==> src/rtl/immgen_pkg.sv <==
// rtl/immgen_pkg.sv - shared opcodes, FSM states and owner-id type for the immediate-decoder arbiter
//
// Purpose: common definitions imported by imm_decode and immgen_arbiter.
// Ports:   none (package).
package immgen_pkg;

  // Base-ISA major opcodes, instr[6:0]
  localparam logic [6:0] OP_IMM    = 7'b0010011;
  localparam logic [6:0] OP_LOAD   = 7'b0000011;
  localparam logic [6:0] OP_JALR   = 7'b1100111;
  localparam logic [6:0] OP_STORE  = 7'b0100011;
  localparam logic [6:0] OP_BRANCH = 7'b1100011;
  localparam logic [6:0] OP_LUI    = 7'b0110111;
  localparam logic [6:0] OP_AUIPC  = 7'b0010111;
  localparam logic [6:0] OP_JAL    = 7'b1101111;

  // funct3 values of the OP-IMM shifts whose immediate is a 5-bit shamt
  localparam logic [2:0] F3_SLLI      = 3'b001;
  localparam logic [2:0] F3_SRLI_SRAI = 3'b101;

  // Largest supported core count; the owner id is sized to cover it so the
  // type is shared by every instance regardless of NUM_REQ.
  localparam int MAX_REQ = 8;

  typedef logic [$clog2(MAX_REQ)-1:0] owner_t;

  typedef enum logic [1:0] {
    IDLE = 2'd0,
    CALC = 2'd1,
    RESP = 2'd2
  } state_t;

endpackage

==> src/rtl/imm_decode.sv <==
// rtl/imm_decode.sv - combinational immediate extractor for one instruction word
//
// Purpose: derive the immediate of a base-ISA instruction from its opcode.
// Ports:
//   instr  in   XLEN  instruction word
//   imm    out  XLEN  decoded immediate (0 for unsupported opcodes)
//   err    out  1     high when the opcode carries no supported immediate
module imm_decode
  import immgen_pkg::*;
#(
  parameter int XLEN = 32
) (
  input  logic [XLEN-1:0] instr,
  output logic [XLEN-1:0] imm,
  output logic            err
);

  logic [6:0] opcode;
  logic [2:0] funct3;

  assign opcode = instr[6:0];
  assign funct3 = instr[14:12];

  always_comb begin
    imm = '0;
    err = 1'b0;
    case (opcode)
      OP_IMM: begin
        // Shift-immediates carry an unsigned shamt, not a signed imm12
        if (funct3 == F3_SLLI || funct3 == F3_SRLI_SRAI)
          imm = {{(XLEN-5){1'b0}}, instr[24:20]};
        else
          imm = {{(XLEN-12){instr[31]}}, instr[31:20]};
      end
      OP_LOAD, OP_JALR:
        imm = {{(XLEN-12){instr[31]}}, instr[31:20]};
      OP_STORE:
        imm = {{(XLEN-12){instr[31]}}, instr[31:25], instr[11:7]};
      OP_BRANCH:
        imm = {{(XLEN-13){instr[31]}}, instr[31], instr[7], instr[30:25],
               instr[11:8], 1'b0};
      OP_LUI, OP_AUIPC:
        imm = XLEN'({instr[31:12], 12'b0});
      OP_JAL:
        imm = {{(XLEN-21){instr[31]}}, instr[31], instr[19:12], instr[20],
               instr[30:21], 1'b0};
      default:
        err = 1'b1;
    endcase
  end

endmodule

==> src/rtl/immgen_arbiter.sv <==
// rtl/immgen_arbiter.sv - round-robin arbiter sharing one immediate decoder among NUM_REQ cores
//
// Purpose: grant one requesting core at a time, decode its instruction in a
//          single CALC cycle and hold the response until the owner accepts it.
// Ports:
//   clk        in   1             clock, rising edge
//   reset      in   1             asynchronous active-high reset
//   req_valid  in   NUM_REQ       per-core request valid
//   req_instr  in   NUM_REQ*XLEN  per-core instruction, core i at [i*XLEN +: XLEN]
//   req_ready  out  NUM_REQ       one-hot grant (combinational, IDLE only)
//   rsp_valid  out  NUM_REQ       one-hot response valid for the owner
//   rsp_ready  in   NUM_REQ       per-core response accept
//   rsp_imm    out  XLEN          decoded immediate
//   rsp_err    out  1             unsupported opcode flag
module immgen_arbiter
  import immgen_pkg::*;
#(
  parameter int NUM_REQ = 2,
  parameter int XLEN    = 32
) (
  input  logic                    clk,
  input  logic                    reset,
  input  logic [NUM_REQ-1:0]      req_valid,
  input  logic [NUM_REQ*XLEN-1:0] req_instr,
  output logic [NUM_REQ-1:0]      req_ready,
  output logic [NUM_REQ-1:0]      rsp_valid,
  input  logic [NUM_REQ-1:0]      rsp_ready,
  output logic [XLEN-1:0]         rsp_imm,
  output logic                    rsp_err
);

  localparam int IDX_W = (NUM_REQ > 1) ? $clog2(NUM_REQ) : 1;

  state_t          state;
  owner_t          owner;
  owner_t          last_grant;
  logic [XLEN-1:0] instr_q;

  logic [XLEN-1:0] instr_arr [NUM_REQ];
  logic            grant_found;
  logic [IDX_W-1:0] grant_idx;
  logic [XLEN-1:0] grant_instr;
  int              cand;

  logic [XLEN-1:0] dec_imm;
  logic            dec_err;

  for (genvar i = 0; i < NUM_REQ; i++) begin : g_unpack
    assign instr_arr[i] = req_instr[i*XLEN +: XLEN];
  end

  // Round-robin search starting one past the previous winner
  always_comb begin
    grant_found = 1'b0;
    grant_idx   = '0;
    grant_instr = '0;
    cand        = 0;
    for (int k = 0; k < NUM_REQ; k++) begin
      cand = (int'(last_grant) + 1 + k) % NUM_REQ;
      if (!grant_found && req_valid[cand[IDX_W-1:0]]) begin
        grant_found = 1'b1;
        grant_idx   = cand[IDX_W-1:0];
        grant_instr = instr_arr[cand[IDX_W-1:0]];
      end
    end
  end

  // Gated by reset so a held request cannot see a grant while reset is asserted
  always_comb begin
    req_ready = '0;
    if (state == IDLE && grant_found && !reset)
      req_ready[grant_idx] = 1'b1;
  end

  imm_decode #(
    .XLEN (XLEN)
  ) u_imm_decode (
    .instr (instr_q),
    .imm   (dec_imm),
    .err   (dec_err)
  );

  always_ff @(posedge clk or posedge reset) begin
    if (reset) begin
      state      <= IDLE;
      owner      <= '0;
      last_grant <= owner_t'(NUM_REQ - 1);
      instr_q    <= '0;
      rsp_valid  <= '0;
      rsp_imm    <= '0;
      rsp_err    <= 1'b0;
    end else begin
      case (state)
        IDLE: begin
          if (grant_found) begin
            instr_q    <= grant_instr;
            owner      <= owner_t'(grant_idx);
            last_grant <= owner_t'(grant_idx);
            state      <= CALC;
          end
        end
        CALC: begin
          rsp_imm   <= dec_imm;
          rsp_err   <= dec_err;
          rsp_valid <= {{(NUM_REQ-1){1'b0}}, 1'b1} << owner;
          state     <= RESP;
        end
        RESP: begin
          // Only the owner's accept counts; imm/err keep their value afterwards
          if (rsp_ready[owner[IDX_W-1:0]]) begin
            rsp_valid <= '0;
            state     <= IDLE;
          end
        end
        default: begin
          rsp_valid <= '0;
          state     <= IDLE;
        end
      endcase
    end
  end

endmodule

==> config.mk <==
export PLATFORM = sky130hd
export DESIGN_NAME = immgen_arbiter
export DESIGN_NICKNAME = d
export VERILOG_FILES = /design/src/rtl/immgen_pkg.sv /design/src/rtl/imm_decode.sv /design/src/rtl/immgen_arbiter.sv
export SDC_FILE = /design/constraint.sdc
export NUM_CORES = 1
export LEC_CHECK = 0
export ABC_CLOCK_PERIOD_IN_PS = 3270
export CORE_MARGIN = 3
export CORE_UTILIZATION = 46
export DETAILED_ROUTE_END_ITERATION = 10
export PLACE_DENSITY = 0.79
export SYNTH_ARGS = -nofsm -noshare
export SYNTH_HDL_FRONTEND = slang
export SYNTH_SLANG_ARGS = --single-unit
==> constraint.sdc <==
create_clock -name clk -period 3.27 [get_ports clk]
set_input_delay 0.654 -clock clk [delete_from_list [all_inputs] [get_ports clk]]
set_output_delay 0.654 -clock clk [all_outputs]
set_load 0.01 [all_outputs]
# [Yosys cells after proc, flatten, opt, wreduce, memory -nomap -nowiden]
# Index checks and enable logic that the tools add are counted.
[classes] add_sub_neg=2 multipliers=0 div_mod_pow=0 n_lt_le_gt_ge=7 n_eq_ne=14 shift=1 mux=28 n_bitwise=3 reduce_logical=14
[op_table] operator="$mux W32" n=9
[op_table] operator="$pmux W32 S6" n=1
[op_table] operator="$eq A7 B7 Y1 const B" n=3
[op_table] operator="$eq A7 B5 Y1 const B" n=2
[op_table] operator="$eq A7 B6 Y1 const B" n=2
[op_table] operator="$mux W1" n=12
[op_table] operator="$pmux W2 S3" n=2
[op_table] operator="$lt A1 B2 Y1 const B" n=4
[op_table] operator="$reduce_or A8 Y1" n=1
[op_table] operator="$eq A7 B2 Y1 const B" n=1
[op_table] operator="$mux W2" n=3
[op_table] operator="$reduce_and A2 Y1" n=3
[op_table] operator="$ge A2 B2 Y1 const B" n=2
[op_table] operator="$logic_and A1 B1 Y1" n=4
[op_table] operator="$ne A2 B2 Y1 const B" n=2
[op_table] operator="$not A1 Y2" n=2
[op_table] operator="$reduce_or A2 Y1" n=2
[op_table] operator="$eq A3 B1 Y1 const B" n=1
[op_table] operator="$eq A3 B3 Y1 const B" n=1
[op_table] operator="$add A1 B1 Y1 const B" n=2
[op_table] operator="$eq A2 B1 Y1 const B" n=1
[op_table] operator="$eq A2 B2 Y1 const B" n=1
[op_table] operator="$logic_not A1 Y1" n=2
[op_table] operator="$logic_not A2 Y1" n=1
[op_table] operator="other kinds (5)" n=5
[word_totals] register_bits=71 latch_bits=0 ram_bits=0 mem_bits_ro=0 in_bits=70 output_inout_bits=37 n_memories=0

# [Depth between registers and ports, before layout]
# Gate-level depths: netlist of run 1.
[logic_depth] depth_word=12 ltp_mapped=8 depth_no_buf=5

# [Hierarchy]
# Synthesis of run 1 repeated with hierarchy kept, for this count alone.
[unflattened] cells_unflattened=312 hier_area_um2=3592.2
[modules_own_cells] module="immgen_arbiter" instances=1 cells_per_inst=247 area_each_um2=3141.8 seq_area_each_um2=1778.0
[modules_own_cells] module="imm_decode" instances=1 cells_per_inst=65 area_each_um2=450.4 seq_area_each_um2=0.0

# [Least setup slack after synthesis of run 1]
# OpenSTA, ideal clock, no wires.
[synth_timing] kind="input -> output" startpoint="input port reset" endpoint="output port req_ready[1]" t_arrival_ns=2.544 required_ns=2.616 slack_ns=0.072 cell_stages=2 path_buffers=0 path_cell_list="inv_1 > and3_1"
[synth_between] elab_chain_cells=3
[synth_lines] element="start: declaration" line_no="immgen_arbiter.sv:22" rtl="input logic reset,"
[synth_lines] element="$logic_not A1 Y1 (no source line)"
[synth_lines] element="$logic_and A1 B1 Y1" line_no="immgen_arbiter.sv:71" rtl="if (state == IDLE && grant_found && !reset)"
[synth_lines] element="$mux W2" line_no="immgen_arbiter.sv:71"
[synth_lines] element="end: declaration" line_no="immgen_arbiter.sv:25" rtl="output logic [NUM_REQ-1:0] req_ready,"
# No other way between the ends.

# [Final worst setup path of run 1]
[layout_timing] startpoint="input port req_valid[1]" endpoint="output port req_ready[0]"
[layout_between] elab_chain_cells=11 elab_cells_between_ends=18
[layout_lines] element="start: declaration" line_no="immgen_arbiter.sv:23" rtl="input logic [NUM_REQ-1:0] req_valid,"
[layout_lines] element="$mux W1 (not written as such) (2 in series)" line_no="immgen_arbiter.sv:60" rtl="if (!grant_found && req_valid[cand[IDX_W-1:0]]) begin"
[layout_lines] element="$mux W1" line_no="immgen_arbiter.sv:60"
[layout_lines] element="$logic_not A1 Y1" line_no="immgen_arbiter.sv:60"
[layout_lines] element="$logic_and A1 B1 Y1" line_no="immgen_arbiter.sv:60"
[layout_lines] element="$mux W1" line_no="immgen_arbiter.sv:60"
[layout_lines] element="$lt A1 B2 Y1 (not written as such) or $ge A1 B1 Y1 (tied branches)" line_no="immgen_arbiter.sv:72" rtl="req_ready[grant_idx] = 1'b1;"
[layout_lines] element="$logic_and A1 B1 Y1 (not written as such)" line_no="immgen_arbiter.sv:72"
[layout_lines] element="$mux W1 (not written as such)" line_no="immgen_arbiter.sv:72"
[layout_lines] element="$demux W1 S1" line_no="immgen_arbiter.sv:72"
[layout_lines] element="$mux W2 *" line_no="immgen_arbiter.sv:71"
# Mark *: on every way between the ends. The rest lies on a longest branch, timed or not. The select of a mux whose other input is x is not followed.

==> impl_metrics.csv, run 1 <==
group,metric,value,unit
run_status,run_status,"completed",
clocking,ctsResizeCount,0,
detailed_routing,1st_iter_drt_viols,163,
synth,synth.yosys.warnings,0,
detailed_routing,postRouteWirelength,8.69,mm
placed_design,port_buffers,106,
timing,maxSlewViolCount,0,
final_layout,mostFrequentLayoutCells,"106 x sky130_fd_sc_hd__clkdlybuf4s50_1, 79 x sky130_fd_sc_hd__nor2_1, 70 x sky130_fd_sc_hd__dfrtp_1",
grt,global_route.usage.met1,27.2,%
detailed_routing,residual_antenna_violating_net_count_after_detailed_routing,0,
final_layout,finish.net_count,511,
final_layout,multiInputGateArea,1470,um2
grt,grt_pass1_vias,2986,
pwr,p_sw,1.41,mW
timing,rsz0062_at_grt,"no",
pwr,cellPowerDensity,771,nW/um2
pwr,power.static_leakage,1.92,nW
pwr,p_int,2.23,mW
synth,number_of_synthesized_flops_with_an_enable_pin,0,
worst_setup_path,worst_path_slowest_cell,"sky130_fd_sc_hd__clkdlybuf4s50_1",
worst_hold_path,hp-class,"reg -> reg",
worst_setup_path,crit_type,"in -> out",
timing,fin_worst_skew,0.0104,ns
synth,synth.ff_latch_count,71,
worst_setup_path,worstRegToRegCells,5,
synth,postSynthCellCount,343,
synth,synth.cell_area,3380,um2
pwr,vdd.ir_drop.worst,0.343,mV
timing,final_setup_viols,0,
final_layout,count_of_fill_cells_added_during_filler_insertion,566,
placed_design,gp_weighted_congestion,0.839,
timing,worst_pin_slew,0.868,ns
clocking,clk_root_buffer_cell,"sky130_fd_sc_hd__clkbuf_8",
worst_hold_path,min-delay-start,"rsp_imm[7]$_DFFE_PP0N_",
placed_design,detailed_placer_s_ending_hpwl,6.05,mm
timing,slew_headroom,42.1,%
worst_setup_path,timing.critical_path.fanout_max,4,
worst_hold_path,holdPathEnd,"rsp_imm[7]$_DFFE_PP0N_",
timing,period_minus_slack,2.80,ns
synth,netlist_top_cells_area,"sky130_fd_sc_hd__dfrtp_1 52%, sky130_fd_sc_hd__a221oi_1 9.3%, sky130_fd_sc_hd__nor2_1 8.8%, sky130_fd_sc_hd__o21ai_2 5.2%, sky130_fd_sc_hd__nand2_1 4.3%",
worst_setup_path,startpoint_class,"primary input",
detailed_routing,detail_route.wl_per_cell,16.0,um
grt,grt_use_met2,34.9,%
clocking,cts.sink_count,71,
worst_setup_path,cp.required,2.62,ns
pwr,design_power_total,3.63,mW
die,core,6940,um2
final_layout,regArea,1780,um2
final_layout,drive_above_1_share,12.3,%
grt,busiest_layer,"met2",
final_layout,final_common_cell,"sky130_fd_sc_hd__clkdlybuf4s50_1",
final_layout,num_antenna_cells,0,
grt,antenna_found_initial,0,
clocking,ctsHtreeMaxLevel,3,
worst_setup_path,worst-endpoint-arrival,2.15,ns
die,die_ht,91.7,um
timing,final.setup.tns,0,ns
worst_setup_path,critical_path.top_delay_family,"buffers and inverters",
final_layout,flow.area_growth_from_synthesis,39.5,%
clocking,cts_max_path_buffers,2,
grt,grt_max_degree,72,
worst_setup_path,critical_path.reg2reg.endpoint,"rsp_imm[19]$_DFFE_PP0N_",
worst_hold_path,worst_hold_path_cells,2,
die,design.die.area,8410,um2
worst_setup_path,worst_setup_path_end_kind,"primary output",
grt,grt_use_met3,4.27,%
worst_setup_path,cp_num_buf_inv,2,
grt,grt_pass1_wl,14.3,mm
clocking,clkTransAtPathRegs,0.08,ns
clocking,cts_made_buffers,9,
die,io_pins,107,
synth,sequential_fraction_of_the_synthesis_area,52.6,%
die,die-width,91.7,um
worst_setup_path,timing.critical_path.slowest_cell_delay,0.59,ns
final_layout,layout.core_utilization,67.9,%
timing,fmaxAchievable,0.357,GHz
pwr,switching_share,38.7,%
detailed_routing,route.detailed.vias_per_inst,5.64,
worst_setup_path,r2r_start,"instr_q[0]$_DFFE_PP0N_",
detailed_routing,dr_total_vias,3059,
die,placement_rows,30,
worst_setup_path,path_common_cell,"sky130_fd_sc_hd__clkdlybuf4s50_1",
grt,globalRouteOverflowTotal,0,
worst_setup_path,worstPathCellList,"clkdlybuf4s50_1 -> a21boi_2 -> nor3_1 -> clkdlybuf4s50_1",
clocking,cts_setup_buffers,0,
synth,syn-num-nets,413,
synth,yosys_most_used_dff,"sky130_fd_sc_hd__dfrtp_1",
synth,synth_largest_area_cell,"sky130_fd_sc_hd__dfrtp_1",
synth,yosysUniqueCellTypes,42,
clocking,cts_hold_repair.buffers,0,
synth,synth.avg_cell_area,9.85,um2
timing,final_cycle_utilization_of_the_critical_path,85.7,%
pwr,clock_power_share,21.5,%
pwr,power.share.combinational,37.4,%
timing,number_of_endpoints_with_negative_hold_slack_in_the_final_report,0,
grt,gr-usage-all-layers,21.3,%
job,max-cap-violations,0,
detailed_routing,number_of_drc_violations_after_detailed_routing,0,
worst_setup_path,r2r_slack,1.14,ns
synth,synth_top_area_share,51.8,%
clocking,clock_latency,0.34,ns
detailed_routing,drt_pass1_iterations,5,
clocking,clock_tree_from_tritoncts,"done",
synth,async_set_or_reset_flop_fraction_in_the_synthesized_netlist,100,%
pwr,fraction_of_power_consumed_by_sequential_logic,41.1,%
die,initial_core_util,48.7,%
## tightest hold or removal path, cell delays in order (launching register included)
cell and delay (ns):
sky130_fd_sc_hd__dfrtp_1 0.34, sky130_fd_sc_hd__nand2_1 0.05, sky130_fd_sc_hd__nand2_1 0.05
## synth_stat cells (2+ instances only)
library cell,n
sky130_fd_sc_hd__nor2_1,79
sky130_fd_sc_hd__a22o_1,3
sky130_fd_sc_hd__nand2b_1,4
sky130_fd_sc_hd__o21ai_0,6
sky130_fd_sc_hd__nand3_1,10
sky130_fd_sc_hd__a21oi_1,10
sky130_fd_sc_hd__inv_1,3
sky130_fd_sc_hd__a221oi_1,36
sky130_fd_sc_hd__dfrtp_1,70
sky130_fd_sc_hd__buf_4,2
sky130_fd_sc_hd__buf_6,3
sky130_fd_sc_hd__nand2_1,39
sky130_fd_sc_hd__buf_2,2
sky130_fd_sc_hd__clkbuf_1,17
sky130_fd_sc_hd__a21boi_1,2
sky130_fd_sc_hd__nor3_1,2
sky130_fd_sc_hd__o21ai_2,20
sky130_fd_sc_hd__a22oi_1,11
## flip-flops by register name, indices dropped and copies added (netlist names)
signal / flops
rsp_err: 1
owner: 1
rsp_valid: 2
state: 2
rsp_imm: 32
instr_q: 32
last_grant: 1
## how the worst max path moves through the flow
| stage | slack, ns | depth (start not counted) | to | from |
|---|---|---|---|---|
| 6_report | 0.47 | 4 | req_ready[0] | req_valid[1] |
| 5_1_grt | 0.38 | 4 | req_ready[0] | req_valid[1] |
| 4_1_cts | 0.45 | 4 | req_ready[0] | req_valid[1] |
| 3_5_place_dp | 0.46 | 4 | req_ready[0] | req_valid[1] |
| 3_3_place_gp | 0.45 | 4 | req_ready[0] | req_valid[1] |
| 2_1_floorplan | 0.07 | 2 | req_ready[1] | reset |
## per-stage QoR
step	hold WS (ns)	std cells	setup slack, ns	cell area, um2
2_1_floorplan	0.481	343	0.0719	3380
3_3_place_gp	0.451	526	0.451	4490
3_5_place_dp	0.456	526	0.465	4490
4_1_cts	0.472	542	0.447	4710
5_1_grt	0.498	542	0.379	4710
6_report	0.467	542	0.468	4710
## layer usage
| metal | up-vias | wire [um] |
|---|---|---|
| li1 | 1438 | - |
| met2 | 123 | 4320 |
| met5 | - | 0 |
| met1 | 1483 | 3560 |
| met3 | 15 | 601 |
| met4 | 0 | 204 |
## power by group through the flow
| stage | registers, mW | logic, mW | clock network [mW] |
|---|---|---|---|
| finish | 1.49 | 1.36 | 0.780 |
| floorplan | 1.43 | 0.948 | 0 |
| global placement | 1.49 | 1.32 | 0 |
| CTS | 1.49 | 1.38 | 0.785 |
| detailed placement | 1.51 | 1.37 | 0 |
| global route | 1.54 | 1.52 | 0.823 |
## logic make-up after synthesis
| kind of cell | Yosys count | synth area share, % |
|---|---|---|
| flip-flops | 71 | 52.6 |
| AND/OR/NAND/NOR | 144 | 19.4 |
| buffers and inverters | 29 | 4.18 |
| multiplexers | 1 | 0.333 |
| AO/OA/AOI/OAI | 98 | 23.4 |
## cell type report
class / instances / share of cell area (%)
clock buffers: 11 / 3.00
clock inverters: 5 / 1.73
multi-input cells: 243 / 31.2
repair buffers: 112 / 23.5
well taps: 96 / 2.55
inverters: 4 / 0.319
flip-flops and latches: 71 / 37.7
No activity file was read; power rests on OpenSTA's default activity.
==> run 2, diff against run 1 <==
Settings changed: CORE_MARGIN 3 to 1, PLACE_DENSITY 0.79 to 0.9.
==> impl_metrics.csv, run 2 (synthesis results as in run 1) <==
group,metric,value,unit
placed_design,detailed_placer_s_ending_hpwl,6.13,mm
timing,final_cycle_utilization_of_the_critical_path,86.8,%
timing,worst_pin_slew,0.945,ns
final_layout,post-route-cell-area,4700,um2
pwr,power.static_leakage,1.91,nW
final_layout,mostFrequentLayoutCells,"106 x sky130_fd_sc_hd__clkdlybuf4s50_1, 79 x sky130_fd_sc_hd__nor2_1, 70 x sky130_fd_sc_hd__dfrtp_1",
placed_design,port_buffers,106,
clocking,clock_tree_from_tritoncts,"done",
worst_setup_path,r2r_slack,1.06,ns
timing,number_of_endpoints_with_negative_hold_slack_in_the_final_report,0,
pwr,switching_share,39.3,%
pwr,p_int,2.20,mW
detailed_routing,drt_pass1_iterations,4,
placed_design,place_worst_setup_slack,0.447,ns
pwr,design_power_total,3.62,mW
clocking,clk_root_buffer_cell,"sky130_fd_sc_hd__clkbuf_8",
timing,slew_headroom,36.7,%
grt,gr-usage-all-layers,24.9,%
detailed_routing,detail_route.wl_per_cell,16.0,um
final_layout,flow.area_growth_from_synthesis,39.1,%
final_layout,num_antenna_cells,0,
timing,rsz0062_at_grt,"no",
detailed_routing,dr_total_vias,3063,
worst_setup_path,critical_path.startpoint,"req_valid[1]",
timing,final.setup.tns,0,ns
worst_setup_path,worstRegToRegCells,5,
placed_design,gp_weighted_congestion,0.854,
die,die-width,87.7,um
grt,grt_pass1_wl,14.5,mm
die,die_ht,87.7,um
clocking,cts_max_path_buffers,2,
grt,grt_pass1_vias,3046,
timing,fin_worst_skew,0.0105,ns
die,initial_core_util,48.7,%
timing,fmaxAchievable,0.352,GHz
final_layout,finish.net_count,511,
clocking,cts.sink_count,71,
clocking,cts_setup_buffers,0,
worst_setup_path,timing.critical_path.slowest_cell_delay,0.56,ns
pwr,power.share.combinational,37.8,%
detailed_routing,route.detailed.vias_per_inst,5.66,
timing,period_minus_slack,2.84,ns
timing,maxSlewViolCount,0,
detailed_routing,1st_iter_drt_viols,170,
pwr,vdd.ir_drop.worst,0.313,mV
worst_setup_path,critical_path.reg2reg.endpoint,"rsp_imm[13]$_DFFE_PP0N_",
worst_setup_path,timing.critical_path.fanout_max,4,
worst_hold_path,worst_hold_path_cells,2,
clocking,cts_hold_repair.buffers,0,
worst_setup_path,worst-endpoint-arrival,2.18,ns
worst_setup_path,worst_setup_path_end_kind,"primary output",
die,placement_rows,30,
job,max-cap-violations,0,
pwr,clock_power_share,20.7,%
pwr,cellPowerDensity,770,nW/um2
worst_hold_path,holdPathEnd,"rsp_imm[8]$_DFFE_PP0N_",
final_layout,final_common_cell,"sky130_fd_sc_hd__clkdlybuf4s50_1",
grt,globalRouteOverflowTotal,0,
clocking,ctsResizeCount,0,
die,core,6940,um2
timing,setup_ws,0.431,ns
detailed_routing,residual_antenna_violating_net_count_after_detailed_routing,0,
worst_setup_path,worst_path_slowest_cell,"sky130_fd_sc_hd__clkdlybuf4s50_1",
worst_setup_path,path_common_cell,"sky130_fd_sc_hd__clkdlybuf4s50_1",
timing,finalHoldWorstSlack,0.468,ns
clocking,ctsHtreeMaxLevel,3,
worst_setup_path,r2r_start,"instr_q[0]$_DFFE_PP0N_",
clocking,clock_latency,0.35,ns
run_status,run_status,"completed",
placed_design,dpl-instance-area,4490,um2
worst_hold_path,min-delay-start,"rsp_imm[8]$_DFFE_PP0N_",
pwr,p_sw,1.42,mW
clocking,cts_made_buffers,9,
die,io_pins,107,
clocking,clkTransAtPathRegs,0.07,ns
worst_hold_path,hp-class,"reg -> reg",
grt,grt_max_degree,72,
pwr,fraction_of_power_consumed_by_sequential_logic,41.5,%
worst_setup_path,worstPathCellList,"clkdlybuf4s50_1 -> a21boi_2 -> and3_1 -> clkdlybuf4s50_1",
worst_setup_path,cp.required,2.62,ns
detailed_routing,postRouteWirelength,8.64,mm
grt,antenna_found_initial,0,
detailed_routing,number_of_drc_violations_after_detailed_routing,0,
final_layout,top_flop_regs,"instr_q x32, rsp_imm x32",
final_layout,drive_above_1_share,12.4,%
worst_setup_path,startpoint_class,"primary input",
die,design.die.area,7690,um2
timing,final_setup_viols,0,
worst_setup_path,crit_type,"in -> out",
-- run 2: changes by cell type in the layout (fill, tap and decap cells not counted) --
cell and change:
sky130_fd_sc_hd__clkinv_2 +1, sky130_fd_sc_hd__clkbuf_1 -1, sky130_fd_sc_hd__clkbuf_8 -1
-- run 2: cell type report --
class                      instances  area (um2)
fill                             566        2240
sequential                        71        1780
multi-input combinational        243        1470
timing repair buffer             112        1110
clock buffer                       9         124
tap                               96         120
clock inverter                     6        86.3
inverter                           4        15.0
-- run 2: per-layer routing --
metal / track usage, % / share of wire, %
met2: 44.3 / 54
met4: 10.6 / 2.0
met5: 0 / 0
met1: 29.7 / 38
met3: 4.34 / 5.4
-- run 2: through the flow --
stage               util (%)  instances
CTS                     67.7        541
detailed placement      64.7        526
finish                  67.7        541
floorplan                  -        343
global route            67.7        541
global placement        64.7        526
-- run 2: power by group through the flow --
| stage | Sequential (mW) | Clock, mW | Combinational, mW |
|---|---|---|---|
| after floorplan | 1.43 | 0 | 0.948 |
| after global placement | 1.49 | 0 | 1.30 |
| after detailed placement | 1.51 | 0 | 1.36 |
| after CTS | 1.49 | 0.754 | 1.38 |
| after global routing | 1.54 | 0.793 | 1.53 |
| final | 1.50 | 0.750 | 1.37 |
-- run 2: critical path, delay by kind of cell --
kind                   cells  cell delay [ns]
and+or+nand+nor            1             0.18
AOI/OAI and AO/OA          1             0.26
buffers and inverters      2             1.09
-- run 2: worst max-delay path by stage --
stage	end	slack, ns	depth (start not counted)
floorplan	req_ready[1]	0.07	2
global placement	req_ready[0]	0.45	4
detailed placement	req_ready[1]	0.45	4
CTS	req_ready[0]	0.43	4
global route	req_ready[0]	0.32	4
finish	req_ready[1]	0.43	4
==> run 3, diff against run 2 <==
Settings changed: ABC_CLOCK_PERIOD_IN_PS 3270 to 2800.
Clock period 3.27 ns to 2.8 ns, I/O delays scaled along.
==> impl_metrics.csv, run 3 (synthesis results as in run 1) <==
group,metric,value,unit
final_layout,mostFrequentLayoutCells,"106 x sky130_fd_sc_hd__clkdlybuf4s50_1, 79 x sky130_fd_sc_hd__nor2_1, 70 x sky130_fd_sc_hd__dfrtp_1",
worst_setup_path,crit_type,"in -> out",
clocking,ctsHtreeMaxLevel,3,
timing,final.setup.tns,0,ns
worst_setup_path,path_common_cell,"sky130_fd_sc_hd__clkdlybuf4s50_1",
final_layout,layout.core_utilization,68.0,%
grt,antenna_found_initial,0,
detailed_routing,dr_total_vias,3113,
clocking,cts_made_buffers,9,
clocking,cts_setup_buffers,0,
clocking,clock_latency,0.35,ns
worst_setup_path,worstPathCellList,"clkdlybuf4s50_1 -> a21boi_2 -> and3_1 -> clkdlybuf4s50_1",
final_layout,num_antenna_cells,0,
final_layout,finish.net_count,512,
worst_setup_path,timing.critical_path.fanout_max,4,
timing,maxSlewViolCount,0,
pwr,power.static_leakage,1.91,nW
timing,final_setup_viols,0,
timing,worst_pin_slew,1.00,ns
worst_setup_path,worst_setup_path_end_kind,"primary output",
timing,final_cycle_utilization_of_the_critical_path,95.5,%
die,io_pins,107,
die,design.die.area,7690,um2
pwr,cellPowerDensity,900,nW/um2
detailed_routing,postRouteWirelength,8.70,mm
die,initial_core_util,48.7,%
detailed_routing,dr.max_layer_used,"met4",
placed_design,gp_weighted_congestion,0.900,
clocking,cts.sink_count,71,
final_layout,drive_above_1_share,12.5,%
placed_design,port_buffers,106,
grt,grt_pass1_vias,3035,
die,placement_rows,30,
clocking,clk_root_buffer_cell,"sky130_fd_sc_hd__clkbuf_8",
worst_setup_path,startpoint_class,"primary input",
worst_setup_path,cp.required,2.24,ns
timing,rsz0062_at_grt,"no",
clocking,clock_tree_from_tritoncts,"done",
detailed_routing,number_of_drc_violations_after_detailed_routing,0,
job,max-cap-violations,0,
final_layout,final_common_cell,"sky130_fd_sc_hd__clkdlybuf4s50_1",
detailed_routing,detail_route.wl_per_cell,16.0,um
grt,grt_pass1_wl,14.2,mm
detailed_routing,residual_antenna_violating_net_count_after_detailed_routing,0,
pwr,vdd.ir_drop.worst,0.451,mV
detailed_routing,met2_wirelength,4.45,mm
detailed_routing,route.detailed.vias_per_inst,5.73,
timing,setup_ws,0.127,ns
timing,fmaxAchievable,0.374,GHz
worst_hold_path,hp-class,"reg -> reg",
timing,number_of_endpoints_with_negative_hold_slack_in_the_final_report,0,
worst_setup_path,worst-endpoint-arrival,2.11,ns
placed_design,detailed_placer_s_ending_hpwl,6.12,mm
grt,grt_max_degree,72,
clocking,clkTransAtPathRegs,0.08,ns
timing,slew_headroom,33.0,%
timing,period_minus_slack,2.67,ns
clocking,ctsResizeCount,0,
worst_setup_path,worst_path_slowest_cell,"sky130_fd_sc_hd__clkdlybuf4s50_1",
die,die-width,87.7,um
worst_setup_path,timing.critical_path.slowest_cell_delay,0.57,ns
final_layout,flow.area_growth_from_synthesis,39.7,%
clocking,cts_max_path_buffers,2,
detailed_routing,1st_iter_drt_viols,196,
detailed_routing,drt_pass1_iterations,5,
final_layout,count_of_fill_cells_added_during_filler_insertion,547,
run_status,run_status,"completed",
die,die_ht,87.7,um
grt,globalRouteOverflowTotal,0,
grt,gr-usage-all-layers,24.5,%
clocking,cts_hold_repair.buffers,0,
detailed_routing,route.layer.met1.wl,3.49,mm
timing,fin_worst_skew,0.0159,ns
die,core,6940,um2
detailed_routing,dr_wl_met3,580,um
placed_design,place_worst_setup_slack,0.134,ns
final_layout,top_flop_regs,"instr_q x32, rsp_imm x32",
## run 3: cell types whose count changed in the layout (fill, tap and decap cells not counted), sizes merged
cell and change:
clkinvlp +2, clkinv -2, clkbuf +1, buf +1
## run 3: report_power, final
| part | switching, mW | internal [mW] |
|---|---|---|
| combinational | 0.900 | 0.690 |
| clock | 0.395 | 0.506 |
| sequential | 0.377 | 1.38 |
| total | 1.67 | 2.58 |
## run 3: worst paths after layout
path,cells after the start,slack (ns),startpoint,endpoint
max in group asynchronous,3,1.32,reset,instr_q[1]$_DFFE_PP0N_
worst min register to register,2,0.48,rsp_imm[5]$_DFFE_PP0N_,rsp_imm[5]$_DFFE_PP0N_
worst min-delay path,2,0.48,rsp_imm[5]$_DFFE_PP0N_,rsp_imm[5]$_DFFE_PP0N_
min in group asynchronous,3,0.90,reset,owner[0]$_DFFE_PP0N_
worst max-delay path,4,0.13,req_valid[1],req_ready[1]
worst max register to register,5,0.66,instr_q[6]$_DFFE_PP0N_,rsp_imm[31]$_DFFE_PP0N_
## run 3: area by class of cell
type                    instances  area [um2]  share of cell area, %
flip-flops and latches         71        1780                   37.7
inverters                       4        18.8                  0.397
clock inverters                 6        92.6                   1.96
well taps                      96         120                   2.54
multi-input cells             243        1470                   31.2
clock buffers                  10         128                   2.70
repair buffers                113        1110                   23.6
## run 3: layer usage
metal	track usage [%]	up-vias
met5	0	-
met4	10.7	0
met3	6.22	19
met2	42.5	142
met1	28.6	1519
li1	-	1433
## run 3: metrics by stage
stage | cell area (um2) | std cells | power (mW) | hold slack (ns)
global placement | 4500 | 527 | 3.27 | 0.451
detailed placement | 4500 | 527 | 3.35 | 0.460
CTS | 4720 | 543 | 4.26 | 0.479
global route | 4720 | 543 | 4.54 | 0.509
floorplan | 3380 | 343 | 2.77 | 0.481
finish | 4720 | 543 | 4.25 | 0.478
## run 3: worst max-delay path: cells and delay by family
family          cells  cell delay [ns]
buf+inv             2             1.10
compound gates      1             0.27
simple gates        1             0.18
